<file path="src/rtl/ram_mm2s_reader.sv">
// Read-side DMA: turns a byte-addressed read command into word reads on a 1-cycle RAM port
// and streams the words out as AXI-Stream. Define RD_STATS_EN to add beat/stall counters.
module ram_mm2s_reader #(
  parameter int AXI_WIDTH      = 128,
  parameter int AXI_ADDR_WIDTH = 32,
  parameter int LSB            = $clog2(AXI_WIDTH) - 3,
  parameter int LEN_WIDTH      = 32,
  parameter int FIFO_DEPTH     = 4
) (
  input  logic                          clk,
  input  logic                          rst,
  input  logic                          cmd_valid,
  output logic                          cmd_ready,
  input  logic [AXI_ADDR_WIDTH-1:0]     cmd_addr,
  input  logic [LEN_WIDTH-1:0]          cmd_bytes,
  output logic                          mem_ren,
  output logic [AXI_ADDR_WIDTH-LSB-1:0] mem_addr,
  input  logic [AXI_WIDTH-1:0]          mem_data,
  output logic [AXI_WIDTH-1:0]          m_axis_tdata,
  output logic [AXI_WIDTH/8-1:0]        m_axis_tkeep,
  output logic                          m_axis_tlast,
  output logic                          m_axis_tvalid,
  input  logic                          m_axis_tready,
  output logic                          busy,
  output logic                          done
`ifdef RD_STATS_EN
  ,
  output logic [31:0]                   stat_beats,
  output logic [31:0]                   stat_stalls
`endif
);

  localparam int BYTES = AXI_WIDTH / 8;
  localparam int WAW   = AXI_ADDR_WIDTH - LSB;
  localparam int FAW   = $clog2(FIFO_DEPTH);
  localparam logic [LEN_WIDTH-1:0] LEN_ZERO = {LEN_WIDTH{1'b0}};
  localparam logic [LEN_WIDTH-1:0] LEN_ONE  = {{(LEN_WIDTH-1){1'b0}}, 1'b1};
  localparam logic [WAW-1:0]       PTR_ONE  = {{(WAW-1){1'b0}}, 1'b1};
  localparam logic [FAW-1:0]       FPTR_ONE = {{(FAW-1){1'b0}}, 1'b1};
  localparam logic [FAW:0]         CNT_ONE  = {{FAW{1'b0}}, 1'b1};
  localparam logic [FAW+1:0]       DEPTH_L  = (FAW+2)'(FIFO_DEPTH);
  localparam logic [BYTES-1:0]     KEEP_ONE = {{(BYTES-1){1'b0}}, 1'b1};

  typedef enum logic [1:0] {
    S_IDLE = 2'd0,
    S_RUN  = 2'd1,
    S_ZERO = 2'd2
  } state_t;

  state_t                r_state;
  state_t                w_state_nxt;
  logic [WAW-1:0]        r_ptr;
  logic [LEN_WIDTH-1:0]  r_issue_cnt;
  logic [LEN_WIDTH-1:0]  r_out_cnt;
  logic [LSB-1:0]        r_tail;
  logic                  r_inflight;
  logic                  r_done;
  logic [AXI_WIDTH-1:0]  r_mem [FIFO_DEPTH];
  logic [FAW-1:0]        r_wptr;
  logic [FAW-1:0]        r_rptr;
  logic [FAW:0]          r_count;

  logic                  w_accept;
  logic                  w_zero_cmd;
  logic [LEN_WIDTH-1:0]  w_beats;
  logic [FAW+1:0]        w_used;
  logic                  w_ren;
  logic                  w_push;
  logic                  w_pop;
  logic                  w_last_pop;
  logic                  w_valid;
  logic [BYTES-1:0]      w_tail_mask;
  logic                  w_unused;

  assign w_accept    = (r_state == S_IDLE) && cmd_valid;
  assign w_zero_cmd  = (cmd_bytes == LEN_ZERO);
  assign w_beats     = (cmd_bytes >> LSB) + {{(LEN_WIDTH-1){1'b0}}, |cmd_bytes[LSB-1:0]};
  // Reads in flight are counted against the buffer so a stalled sink can never overflow it.
  assign w_used      = {1'b0, r_count} + {{(FAW+1){1'b0}}, r_inflight};
  assign w_ren       = (r_state == S_RUN) && (r_issue_cnt != LEN_ZERO) && (w_used < DEPTH_L);
  assign w_push      = r_inflight;
  assign w_valid     = (r_count != {(FAW+1){1'b0}});
  assign w_pop       = w_valid && m_axis_tready;
  assign w_last_pop  = w_pop && (r_out_cnt == LEN_ONE);
  assign w_tail_mask = (KEEP_ONE << r_tail) - KEEP_ONE;
  assign w_unused    = ^cmd_addr[LSB-1:0];

  // State register.
  always_ff @(posedge clk or posedge rst) begin
    if (rst) begin
      r_state <= S_IDLE;
    end else begin
      r_state <= w_state_nxt;
    end
  end

  // Next-state decode.
  always_comb begin
    w_state_nxt = r_state;
    case (r_state)
      S_IDLE: begin
        if (w_accept) begin
          w_state_nxt = w_zero_cmd ? S_ZERO : S_RUN;
        end else begin
          w_state_nxt = S_IDLE;
        end
      end
      S_RUN: begin
        if (w_last_pop) begin
          w_state_nxt = S_IDLE;
        end else begin
          w_state_nxt = S_RUN;
        end
      end
      S_ZERO:  w_state_nxt = S_IDLE;
      default: w_state_nxt = S_IDLE;
    endcase
  end

  // Command latch, read issue and beat accounting.
  always_ff @(posedge clk or posedge rst) begin
    if (rst) begin
      r_ptr       <= {WAW{1'b0}};
      r_issue_cnt <= LEN_ZERO;
      r_out_cnt   <= LEN_ZERO;
      r_tail      <= {LSB{1'b0}};
      r_inflight  <= 1'b0;
      r_done      <= 1'b0;
    end else begin
      r_inflight <= w_ren;
      r_done     <= (w_accept && w_zero_cmd) || w_last_pop;
      if (w_accept) begin
        r_ptr       <= cmd_addr[AXI_ADDR_WIDTH-1:LSB];
        r_issue_cnt <= w_beats;
        r_out_cnt   <= w_beats;
        r_tail      <= cmd_bytes[LSB-1:0];
      end else begin
        if (w_ren) begin
          r_ptr       <= r_ptr + PTR_ONE;
          r_issue_cnt <= r_issue_cnt - LEN_ONE;
        end
        if (w_pop) begin
          r_out_cnt <= r_out_cnt - LEN_ONE;
        end
      end
    end
  end

  // Output FIFO; the RAM response is captured on the edge after its read was issued.
  always_ff @(posedge clk or posedge rst) begin
    if (rst) begin
      for (int i = 0; i < FIFO_DEPTH; i++) begin
        r_mem[i] <= {AXI_WIDTH{1'b0}};
      end
      r_wptr  <= {FAW{1'b0}};
      r_rptr  <= {FAW{1'b0}};
      r_count <= {(FAW+1){1'b0}};
    end else begin
      if (w_push) begin
        r_mem[r_wptr] <= mem_data;
        r_wptr        <= r_wptr + FPTR_ONE;
      end
      if (w_pop) begin
        r_rptr <= r_rptr + FPTR_ONE;
      end
      case ({w_push, w_pop})
        2'b10:   r_count <= r_count + CNT_ONE;
        2'b01:   r_count <= r_count - CNT_ONE;
        default: r_count <= r_count;
      endcase
    end
  end

  // Stream sideband from the FIFO head and beat counter.
  always_comb begin
    m_axis_tlast = w_valid && (r_out_cnt == LEN_ONE);
    if (!w_valid) begin
      m_axis_tkeep = {BYTES{1'b0}};
    end else if (m_axis_tlast && (r_tail != {LSB{1'b0}})) begin
      m_axis_tkeep = w_tail_mask;
    end else begin
      m_axis_tkeep = {BYTES{1'b1}};
    end
  end

  assign m_axis_tdata  = r_mem[r_rptr];
  assign m_axis_tvalid = w_valid;
  assign mem_ren       = w_ren;
  assign mem_addr      = r_ptr;
  assign cmd_ready     = (r_state == S_IDLE);
  assign busy          = (r_state == S_RUN) || (r_state == S_ZERO);
  assign done          = r_done;

`ifdef RD_STATS_EN
  // Saturating beat and stall counters, cleared per command.
  always_ff @(posedge clk or posedge rst) begin
    if (rst) begin
      stat_beats  <= 32'd0;
      stat_stalls <= 32'd0;
    end else if (w_accept) begin
      stat_beats  <= 32'd0;
      stat_stalls <= 32'd0;
    end else begin
      if (w_pop && (stat_beats != 32'hFFFF_FFFF)) begin
        stat_beats <= stat_beats + 32'd1;
      end
      if (w_valid && !m_axis_tready && (stat_stalls != 32'hFFFF_FFFF)) begin
        stat_stalls <= stat_stalls + 32'd1;
      end
    end
  end
`endif

endmodule

</file>
<file path="config.mk">
export PLATFORM = sky130hd
export DESIGN_NAME = ram_mm2s_reader
export DESIGN_NICKNAME = d
export VERILOG_FILES = /design/src/rtl/ram_mm2s_reader.sv
export SDC_FILE = /design/constraint.sdc
export NUM_CORES = 1
export LEC_CHECK = 0
export CAP_MARGIN = 20
export CORE_MARGIN = 1.5
export CORE_UTILIZATION = 51
export DETAILED_ROUTE_END_ITERATION = 16
export PLACE_DENSITY = 0.8
export SLEW_MARGIN = 20
export SYNTH_ARGS = -nofsm -noshare
export SYNTH_HDL_FRONTEND = slang
export SYNTH_SLANG_ARGS = --single-unit
</file>
<file path="constraint.sdc">
create_clock -name clk -period 59.6 [get_ports clk]
set_clock_uncertainty 0.15 [all_clocks]
set_input_delay 14.9 -clock clk [delete_from_list [all_inputs] [get_ports clk]]
set_output_delay 14.9 -clock clk [all_outputs]
set_load 0.05 [all_outputs]
</file>
# Yosys cells after proc, flatten, opt, wreduce, memory -nomap -nowiden
# Cells that the tools add are included.
dict set report op_classes {
  add_sub_neg 10
  eq_ne 5
  n_lt_le_gt_ge 4
  mux 19
  bitwise 2
  n_shift 1
  reduce_logical 20
}
# operator count
set op_table {}
lappend op_table {{$bwmux 512} 1}
lappend op_table {{$mux 128} 3}
lappend op_table {{$bmux 128 s2} 1}
lappend op_table {{$demux 128 s2} 1}
lappend op_table {{$mux 32} 4}
lappend op_table {{$sub 32x1->32 const B} 2}
lappend op_table {{$mux 28} 2}
lappend op_table {{$eq 32x1->1 const B} 1}
lappend op_table {{$logic_not 32->1} 1}
lappend op_table {{$mux 16} 2}
lappend op_table {{$reduce_bool 32->1} 1}
lappend op_table {{$add 28x1->29} 1}
lappend op_table {{$add 28x1->28 const B} 1}
lappend op_table {{$shl 1x4->16 const A} 1}
lappend op_table {{$sub 16x1->16 const B} 1}
lappend op_table {{$logic_and 1x1->1} 9}
lappend op_table {{$ge 3x3->1 const B} 2}
lappend op_table {{$not 2->3} 2}
lappend op_table {{$pmux 3 s2} 1}
lappend op_table {{$reduce_bool 2->1} 3}
lappend op_table {{$add 2x1->2 const B} 2}
lappend op_table {{$add 3x1->4} 1}
lappend op_table {{$eq 2x1->1 const B} 2}
lappend op_table {{$eq 2x2->1 const B} 2}
lappend op_table {{other kinds (12)} 14}
dict set report totals {
  out_inout_bits 178
  word_cells 75
  register_bits 619
}

# Depth between registers and ports, before layout
# Gate-level depths: netlist (run 1).
dict set report depth {
  ltp_word 6
  ltp_mapped 11
  depth_no_buf 10
}

# Worst setup path after synthesis (run 1)
# No wires, ideal clock.
dict set report synth_path {
  kind {reg-to-output}
  start {register r_out_cnt[17]}
  end {output port m_axis_tkeep[11]}
  arrival_time_ps 3440
  slack_ps 41110
  path_buffers 3
  stages_incl_launch_ff 9
  path_cell_list {dfrtp_1 or4_1 clkbuf_1 or4_1 clkbuf_1 nor4_2 and2_1 buf_2 a21oi_1}
}
dict set report synth_via {
  elab_chain_cells 5
}
# item line_no
set synth_rtl {}
lappend synth_rtl {{start: declaration} 54} ;# logic [LEN_WIDTH-1:0] r_out_cnt;
lappend synth_rtl {{start signal: assignment} 135} ;# r_out_cnt <= w_beats;
lappend synth_rtl {{start signal: assignment} 143} ;# r_out_cnt <= r_out_cnt - LEN_ONE;
lappend synth_rtl {{$eq 32x1->1} 176} ;# m_axis_tlast = w_valid && (r_out_cnt == LEN_ONE);
lappend synth_rtl {{$logic_and 1x1->1} 176}
lappend synth_rtl {{via m_axis_tlast} 21} ;# output logic m_axis_tlast,
lappend synth_rtl {{$logic_and 1x1->1} 179} ;# end else if (m_axis_tlast && (r_tail != {LSB{1'b0}})) begin
lappend synth_rtl {{$mux 16} 179}
lappend synth_rtl {{$mux 16} 177} ;# if (!w_valid) begin
lappend synth_rtl {{end: declaration} 20} ;# output logic [AXI_WIDTH/8-1:0] m_axis_tkeep,
# The timed path passes the listed nets, and every way through them passes these cells.

# Final worst setup path (run 1)
dict set report layout_path {
  start {register r_out_cnt[16]}
  end {output port m_axis_tkeep[13]}
}
dict set report layout_via {
  elab_chain_cells 5
}
# item line_no
set layout_rtl {}
lappend layout_rtl {{$eq 32x1->1} 176}
lappend layout_rtl {{$logic_and 1x1->1} 176}
lappend layout_rtl {{$logic_and 1x1->1} 179}
lappend layout_rtl {{$mux 16} 179}
lappend layout_rtl {{$mux 16} 177}
# No other way between the ends.

==> impl_metrics.yaml, run 1 <==
sta:
  grt_setup_unrepaired: "false"
  post-route-period-util: 0.323
  max_slew_margin: 0.272
  finalSetupViolCount: 0
  final_hold_viol_count: 0
  whs_ns: 0.347
  tns_ns: 0
  tightest_slew_ns: 1.09
  finalCriticalPeriod_ns: 19.26
  max_freq_ghz: 0.0519
  setup_slack_ns: 40.34
  report.final.slew_viol_count: 0
yosys:
  async_reset_ff_frac: 1.00
  yosysUniqueCellTypes: 66
  synth_seq_cells: 619
  syn-instance-count: 2095
  syn-cell-area_um2: 29000
  ys_seq_area_frac: 0.534
  synth-edff-count: 0
  yosys_warnings: 0
  syn_nets: 2307
  avgSynthCellArea_um2: 13.8
  synthFlopType: "dfrtp_1"
clocking:
  hold_buffers: 0
  cts_tree: "yes"
  htree_levels: 3
  postCtsSetupBuffers: 0
  cts_buffer_depth: 3
  cts_buffers: 68
  cts_num_sinks: 619
  clk_latency_ns: 0.60
  cts_root_buf: "clkbuf_16"
  clkSlewWorstSetupHoldPaths_ns: 0.05
  ctsResizeCount: 0
placement:
  dp.cells: 3103
  port_buffers: 369
  routabilityCongestion: 0.896
  dp_slack_ns: 40.48
  dpl.hpwl_mm: 46.7
power_and_ir_drop:
  irDropWorstVdd_mv: 0.0412
  p_leak_uw: 0.0141
  power.density_nw_per_um2: 67.8
  finalPower_uw: 2410
detailed_routing:
  drt-vias-per-instance: 6.01
  via_count: 19397
  routedWlPerCell_um: 22.3
  ant_nets: 0
  dr.pass1.iters: 5
  first_iter_violations: 1074
  routed_wl_mm: 72.0
  drc: 0
floorplan:
  num_rows: 87
  initial_core_util: 0.515
  core-area_um2: 56300
  fp.dieArea_um2: 58300
  dieWidth_um: 241
  ioPinCount: 374
  die_h_um: 241
hold_path:
  hp-class: "reg2reg"
critical_path:
  critical_path_class: "reg2out"
  crit_family: "simple AND/OR/NAND/NOR gates"
  crit_fanout: 11
  slowest_delay_ns: 0.72
  cp-end-kind: "primary output"
  cp.arrival_ns: 4.21
  slowest_stage: "clkdlybuf4s50_1"
  crit_top_cell: "or4_1"
  path_cells: "or4_1 > or4_1 > nor4_2 > and2_1 > a21oi_1 > clkdlybuf4s50_1"
  cp_data_required_time_ns: 44.55
  critPathBufInv: 1
  crit_path_start_kind: "flop"
final_layout:
  drive_above_1_share: 0.322
  fin_nets: 2630
  stdcell_count: 3225
  areaGrowthSynthToFinish_pct: 22.7
global_route:
  grt_pass1_vias: 20673
  antenna_found_initial: 10
  grt_max_degree: 119
  grt_pass1_wl_mm: 114
  grt_overflow: 0
  grtUsageTotal: 0.250
job:
  maxCapViolCount: 0
status:
  status: "finished, final reports clean"
[cell usage after synthesis (all sizes together) (25+ instances only)]
cell type,n,area share
clkbuf,113,0.015
nor4,40,0.0089
o21ai,35,0.0060
nand2,60,0.0078
nand3,34,0.0059
a31oi,49,0.011
o31ai,25,0.0070
or4,37,0.0097
nor3,33,0.0059
nor2,72,0.0093
mux2,512,0.20
inv,28,0.0036
mux4,128,0.099
xnor2,29,0.0088
dfrtp,619,0.53
buf,28,0.0044
or3,35,0.0076
a21oi,49,0.0085
[placed cells by master (no fill, tap or decap), drive strengths merged, types with 23 or more instances in the layout]
master	Yosys	final
nand2	60	60
clkbuf	113	89
nand3	34	34
o21ai	35	35
mux4	128	128
a31oi	49	49
mux2	512	512
nor3	33	33
clkdlybuf4s50	0	369
dfrtp	619	619
inv	28	31
buf	28	25
or3	35	35
nor2	72	72
a21oi	49	49
o31ai	25	25
xnor2	29	29
nand4	23	23
or4	37	37
nor4	40	40
[flip-flops by register name (all words and copies together), names as in the netlist]
signal       flops
r_mem          512
r_issue_cnt     32
r_out_cnt       32
mem_addr        28
r_tail           4
r_count          3
r_rptr           2
r_state          2
r_wptr           2
done             1
r_inflight       1
[worst paths after layout]
| check | slack [ns] | depth (start not counted) | end | start |
|---|---|---|---|---|
| hold / removal | 0.35 | 1 | r_mem[125]$_DFFE_PP0P_ | r_mem[125]$_DFFE_PP0P_ |
| min in group asynchronous | 14.71 | 2 | r_mem[203]$_DFFE_PP0P_ | rst |
| hold reg to reg | 0.35 | 1 | r_mem[125]$_DFFE_PP0P_ | r_mem[125]$_DFFE_PP0P_ |
| max in group asynchronous | 41.66 | 5 | r_mem[7]$_DFFE_PP0P_ | rst |
| setup / recovery | 40.34 | 6 | m_axis_tkeep[13] | r_out_cnt[16]$_DFFE_PP0P_ |
| setup reg to reg | 56.26 | 6 | r_mem[434]$_DFFE_PP0P_ | r_wptr[0]$_DFFE_PP0P_ |
[routing by layer]
| metal | wire (um) | track usage |
|---|---|---|
| met1 | 28600 | 0.306 |
| met2 | 36400 | 0.427 |
| met3 | 4700 | 0.0587 |
| met4 | 2170 | 0.0998 |
| met5 | 69 | 0 |
[through the flow]
step                area [um^2]  utilization
CTS                       35500        0.631
floorplan                 29000            -
global route              35600        0.632
detailed placement        33300        0.592
global placement          33300        0.592
finish                    35600        0.632
[worst reg2reg max path: cells and delay by family, from the launching register on]
kind / cells / cell delay (ns)
DFF: 1 / 0.41
and+or+nand+nor: 1 / 0.20
muxes: 1 / 0.51
adders and majority gates: 1 / 0.23
buffers and inverters: 3 / 1.71
[cells by family after synthesis]
family	Yosys count	share of synthesized area
compound gates	211	0.0480
xor+xnor	44	0.0133
fa+ha+maj	16	0.00717
buf+inv	169	0.0226
flops	619	0.534
mux	643	0.299
simple gates	393	0.0750
[power by group]
part	internal (uW)	total [uW]	switching, uW
combinational	545	1240	692
clock	249	417	168
sequential	628	760	131
total	1420	2410	992
[area by class of cell]
class | count | area, um^2
tap | 756 | 946
timing repair buffer | 394 | 3920
sequential | 619 | 15500
inverter | 28 | 113
antenna | 6 | 15.0
clock buffer | 89 | 1880
clock inverter | 26 | 319
multi-input combinational | 1307 | 12900
fill | 4182 | 20700
Note: power is estimated with default switching activity, not from simulation.
==> run 2: changes to the inputs <==
==> constraint.sdc (replaced) <==
create_clock -name clk -period 19 [get_ports clk]
set_clock_uncertainty 0.15 [all_clocks]
set_input_delay 4.75 -clock clk [delete_from_list [all_inputs] [get_ports clk]]
set_output_delay 4.75 -clock clk [all_outputs]
set_load 0.05 [all_outputs]
==> impl_metrics.yaml, run 2 (synthesis gave the netlist of run 1 again) <==
status:
  status: "finished, final reports clean"
critical_path:
  path_cells: "or4_1 > or4_1 > nor4_2 > and2_1 > a21oi_1 > clkdlybuf4s50_1"
  crit_path_start_kind: "flop"
  cp.arrival_ns: 4.20
  r2r_cells: 5
  crit_top_cell: "or4_1"
  critPathBufInv: 1
  slowest_stage: "clkdlybuf4s50_1"
  r2r-end: "r_issue_cnt[25]$_DFFE_PP0P_"
  r2r_slack_ns: 15.84
  critical_path_class: "reg2out"
  cp-end-kind: "primary output"
  cp_data_required_time_ns: 14.10
  regToRegStartpoint: "r_issue_cnt[10]$_DFFE_PP0P_"
  crit_family: "simple AND/OR/NAND/NOR gates"
  slowest_delay_ns: 0.71
  crit_fanout: 11
detailed_routing:
  drc: 0
  ant_nets: 0
  routedWlPerCell_um: 22.3
  routed_wl_mm: 72.1
  drt-vias-per-instance: 6.03
  dr.pass1.iters: 5
  first_iter_violations: 1092
  via_count: 19442
floorplan:
  dieWidth_um: 241
  fp.dieArea_um2: 58300
  num_rows: 87
  core-area_um2: 56300
  ioPinCount: 374
  initial_core_util: 0.515
  die_h_um: 241
power_and_ir_drop:
  power.density_nw_per_um2: 212
  p_leak_uw: 0.0141
  finalPower_uw: 7540
  internal_power_uw: 4440
  switchingPower_uw: 3110
  pwr-share-clk: 0.171
  p_sw_frac: 0.412
  seq_power_share: 0.316
  irDropWorstVdd_mv: 0.125
  pwr-share-comb: 0.512
sta:
  post-route-period-util: 0.479
  tightest_slew_ns: 1.06
  finalCriticalPeriod_ns: 9.10
  tns_ns: 0
  max_slew_margin: 0.295
  final_hold_viol_count: 0
  report.final.slew_viol_count: 0
  max_freq_ghz: 0.110
  finalSetupViolCount: 0
  grt_setup_unrepaired: "false"
hold_path:
  min_from: "r_mem[35]$_DFFE_PP0P_"
  hp-class: "reg2reg"
  worstHoldPathCells: 1
  holdPathEnd: "r_mem[35]$_DFFE_PP0P_"
global_route:
  grt_overflow: 0
  grt_pass1_wl_mm: 114
  grt_pass1_vias: 20796
  grtUsageTotal: 0.250
  antenna_found_initial: 10
  grt_max_degree: 114
final_layout:
  largest_reg_flops: 512
  finalInstanceArea_um2: 35600
  top_register: "r_mem"
  nFillCells: 4125
  final_common_cell: "dfrtp_1"
  drive_above_1_share: 0.323
  reg.largest.list: "r_mem: 512 flops, r_issue_cnt: 32 flops, r_out_cnt: 32 flops"
  stdcell_count: 3226
  mostFrequentLayoutCells: "dfrtp_1 (617), mux2_2 (512), clkdlybuf4s50_1 (369)"
  fin_nets: 2630
  areaGrowthSynthToFinish_pct: 22.7
placement:
  postPlaceCellArea_um2: 33300
  routabilityCongestion: 0.908
  dpl.hpwl_mm: 47.0
  port_buffers: 369
  dp.cells: 3104
clocking:
  clkSlewWorstSetupHoldPaths_ns: 0.06
  htree_levels: 3
  cts_buffer_depth: 3
  ctsResizeCount: 0
  cts_buffers: 67
  clk_latency_ns: 0.59
  hold_buffers: 0
  cts_num_sinks: 619
  postCtsSetupBuffers: 0
  cts_tree: "yes"
  cts_root_buf: "clkbuf_16"
job:
  maxCapViolCount: 0
==> run 2: area by class of cell <==
type | instances | area (um^2) | share of cell area
Antenna cell | 3 | 7.51 | 0.000211
Clock buffer | 97 | 1960 | 0.0551
Clock inverter | 21 | 234 | 0.00658
Inverter | 28 | 109 | 0.00306
Multi-Input combinational cell | 1307 | 12900 | 0.362
Sequential cell | 619 | 15500 | 0.436
Tap cell | 756 | 946 | 0.0266
Timing Repair Buffer | 395 | 3930 | 0.111
==> run 2: power groups by stage <==
stage / clock network, uW / registers [uW] / logic, uW
2_1_floorplan: 0 / 2310 / 2780
3_3_place_gp: 0 / 2320 / 3810
3_5_place_dp: 0 / 2390 / 3880
4_1_cts: 1320 / 2380 / 3900
5_1_grt: 1370 / 2460 / 4070
6_report: 1290 / 2390 / 3860
==> run 2: worst max-delay path by stage <==
stage / slack (ns) / start / cells past startpoint / end
after floorplan: 5.65 / rst / 1 / done$_DFF_PP0_
after global placement: 10.41 / rst / 5 / r_mem[428]$_DFFE_PP0P_
after detailed placement: 10.17 / rst / 5 / r_mem[300]$_DFFE_PP0P_
after CTS: 9.92 / r_rptr[1]$_DFFE_PP0P_ / 4 / m_axis_tdata[59]
after global routing: 9.73 / r_out_cnt[17]$_DFFE_PP0P_ / 6 / m_axis_tkeep[13]
final: 9.90 / r_out_cnt[16]$_DFFE_PP0P_ / 6 / m_axis_tkeep[14]
==> run 2: metrics by stage <==
step | setup WS, ns | util | hold WS [ns]
final | 9.90 | 0.632 | 0.350
after global routing | 9.73 | 0.632 | 0.356
after CTS | 9.92 | 0.631 | 0.351
after detailed placement | 10.17 | 0.592 | 0.337
after global placement | 10.41 | 0.592 | 0.331
after floorplan | 5.65 | - | 0.324
==> run 2: worst reg2reg max path, cell delays in order (launching register included) <==
cell,delay (ns)
dfrtp_1,0.41
or4_1,0.68
or4_4,0.66
a2111o_1,0.49
or4_1,0.46
a31oi_1,0.22
==> run 2: per-layer routing <==
layer	up-vias	GRT usage	share of wire
met5	-	0	0.0011
met4	14	0.0915	0.028
met3	142	0.0566	0.067
met2	612	0.429	0.51
met1	10063	0.309	0.39
li1	8611	-	-
==> run 3: changes to the inputs <==
==> constraint.sdc (replaced) <==
create_clock -name clk -period 8.9 [get_ports clk]
set_clock_uncertainty 0.15 [all_clocks]
set_input_delay 2.225 -clock clk [delete_from_list [all_inputs] [get_ports clk]]
set_output_delay 2.225 -clock clk [all_outputs]
set_load 0.05 [all_outputs]
==> impl_metrics.yaml, run 3 (synthesis gave the netlist of run 1 again) <==
final_layout:
  final_common_cell: "dfrtp_1"
  reg.largest.list: "r_mem: 512 flops, r_issue_cnt: 32 flops, r_out_cnt: 32 flops"
  drive_above_1_share: 0.324
  top_register: "r_mem"
  nFillCells: 4056
  finalInstanceArea_um2: 35700
  mostFrequentLayoutCells: "dfrtp_1 (617), mux2_2 (512), clkdlybuf4s50_1 (369)"
  areaGrowthSynthToFinish_pct: 23.3
  fin_nets: 2631
  largest_reg_flops: 512
critical_path:
  cp-end-kind: "primary output"
  r2r_cells: 9
  r2r_slack_ns: 5.35
  r2r-end: "r_out_cnt[29]$_DFFE_PP0P_"
  cp.arrival_ns: 4.18
  cp_data_required_time_ns: 6.53
  critical_path_class: "reg2out"
  crit_fanout: 11
  crit_path_start_kind: "flop"
  regToRegStartpoint: "r_count[2]$_DFFE_PP0P_"
sta:
  whs_ns: 0.350
  setup_slack_ns: 2.35
  finalSetupViolCount: 0
  max_freq_ghz: 0.153
  report.final.slew_viol_count: 0
  max_slew_margin: 0.320
  post-route-period-util: 0.736
  tns_ns: 0
  tightest_slew_ns: 1.02
  finalCriticalPeriod_ns: 6.55
  grt_setup_unrepaired: "false"
  final_hold_viol_count: 0
clocking:
  postCtsSetupBuffers: 0
  clk_latency_ns: 0.61
  cts_buffer_depth: 3
  cts_num_sinks: 619
  cts_root_buf: "clkbuf_16"
  ctsResizeCount: 0
  htree_levels: 3
  cts_tree: "yes"
  hold_buffers: 0
  clkSlewWorstSetupHoldPaths_ns: 0.06
  cts_buffers: 67
floorplan:
  ioPinCount: 374
  core-area_um2: 56300
  die_h_um: 241
  fp.dieArea_um2: 58300
  num_rows: 87
  initial_core_util: 0.515
  dieWidth_um: 241
detailed_routing:
  routedWlPerCell_um: 22.4
  first_iter_violations: 1225
  via_count: 19514
  routed_wl_mm: 72.3
  drt-vias-per-instance: 6.04
  drc: 0
  dr.pass1.iters: 5
  ant_nets: 0
global_route:
  grt_max_degree: 181
  use_met3: 0.0538
  grt_pass1_vias: 20727
  top_usage_layer: "met2"
  grt.met1_usage: 0.312
  grtUsageTotal: 0.249
  grt_overflow: 0
  antenna_found_initial: 8
  grt_pass1_wl_mm: 114
  met2_usage: 0.424
power_and_ir_drop:
  power.density_nw_per_um2: 456
  irDropWorstVdd_mv: 0.275
  p_leak_uw: 0.0142
hold_path:
  worstHoldPathCells: 1
  hp-class: "reg2reg"
  min_from: "r_mem[215]$_DFFE_PP0P_"
  holdPathEnd: "r_mem[215]$_DFFE_PP0P_"
placement:
  postPlaceCellArea_um2: 33400
  port_buffers: 369
  routabilityCongestion: 0.884
  dp_slack_ns: 3.02
  dpl.hpwl_mm: 46.6
job:
  maxCapViolCount: 0
status:
  status: "finished, final reports clean"
==> run 3: cell types whose count changed in the layout (fill, tap and decap cells not counted), sizes merged <==
cell      previous run  this run
bufinv               3         7
buf                 26        27
diode                3         4
clkinv              14        10
clkinvlp             1         3
inv                 31        30
==> run 3: how the worst max path moves through the flow <==
stage	slack (ns)	cells past startpoint	to	start
floorplan	-1.92	1	done$_DFF_PP0_	rst
global placement	3.10	6	m_axis_tkeep[14]	r_out_cnt[17]$_DFFE_PP0P_
detailed placement	3.02	6	m_axis_tkeep[13]	r_out_cnt[17]$_DFFE_PP0P_
CTS	2.36	6	m_axis_tkeep[13]	r_out_cnt[17]$_DFFE_PP0P_
global route	2.17	6	m_axis_tkeep[9]	r_out_cnt[17]$_DFFE_PP0P_
finish	2.35	6	m_axis_tkeep[13]	r_out_cnt[17]$_DFFE_PP0P_
==> run 3: stage by stage <==
step	instances	util	power, uW
after floorplan	2095	-	10900
after global placement	3105	0.593	13100
after detailed placement	3105	0.593	13400
after CTS	3224	0.635	16400
after global routing	3227	0.635	17000
final	3229	0.635	16300
==> run 3: worst max-delay path: stages (launching register included) <==
cell and delay (ns):
dfrtp_1 0.40, or4_1 0.69, or4_1 0.63, nor4_2 0.57
and2_1 0.42, a21oi_1 0.12, clkdlybuf4s50_1 0.72
==> run 3: where the power goes <==
part	internal [uW]	total [uW]	switching (uW)
logic	3640	8200	4560
clock network	1760	2920	1160
registers	4200	5170	971
total	9600	16300	6690
==> run 3: cell type report <==
class | instances | area (um^2) | share of cell area
sequential | 619 | 15500 | 0.434
multi-input combinational | 1307 | 12900 | 0.360
timing repair buffer | 396 | 3950 | 0.111
clock buffer | 97 | 1970 | 0.0551
tap | 756 | 946 | 0.0265
clock inverter | 22 | 369 | 0.0103
inverter | 28 | 109 | 0.00305
antenna | 4 | 10.0 | 0.000280
==> run 3: metal layers <==
| layer | vias up | share of wire |
|---|---|---|
| li1 | 8589 | - |
| met1 | 10203 | 0.40 |
| met2 | 576 | 0.51 |
| met3 | 138 | 0.061 |
| met4 | 8 | 0.031 |
| met5 | - | 0.00072 |
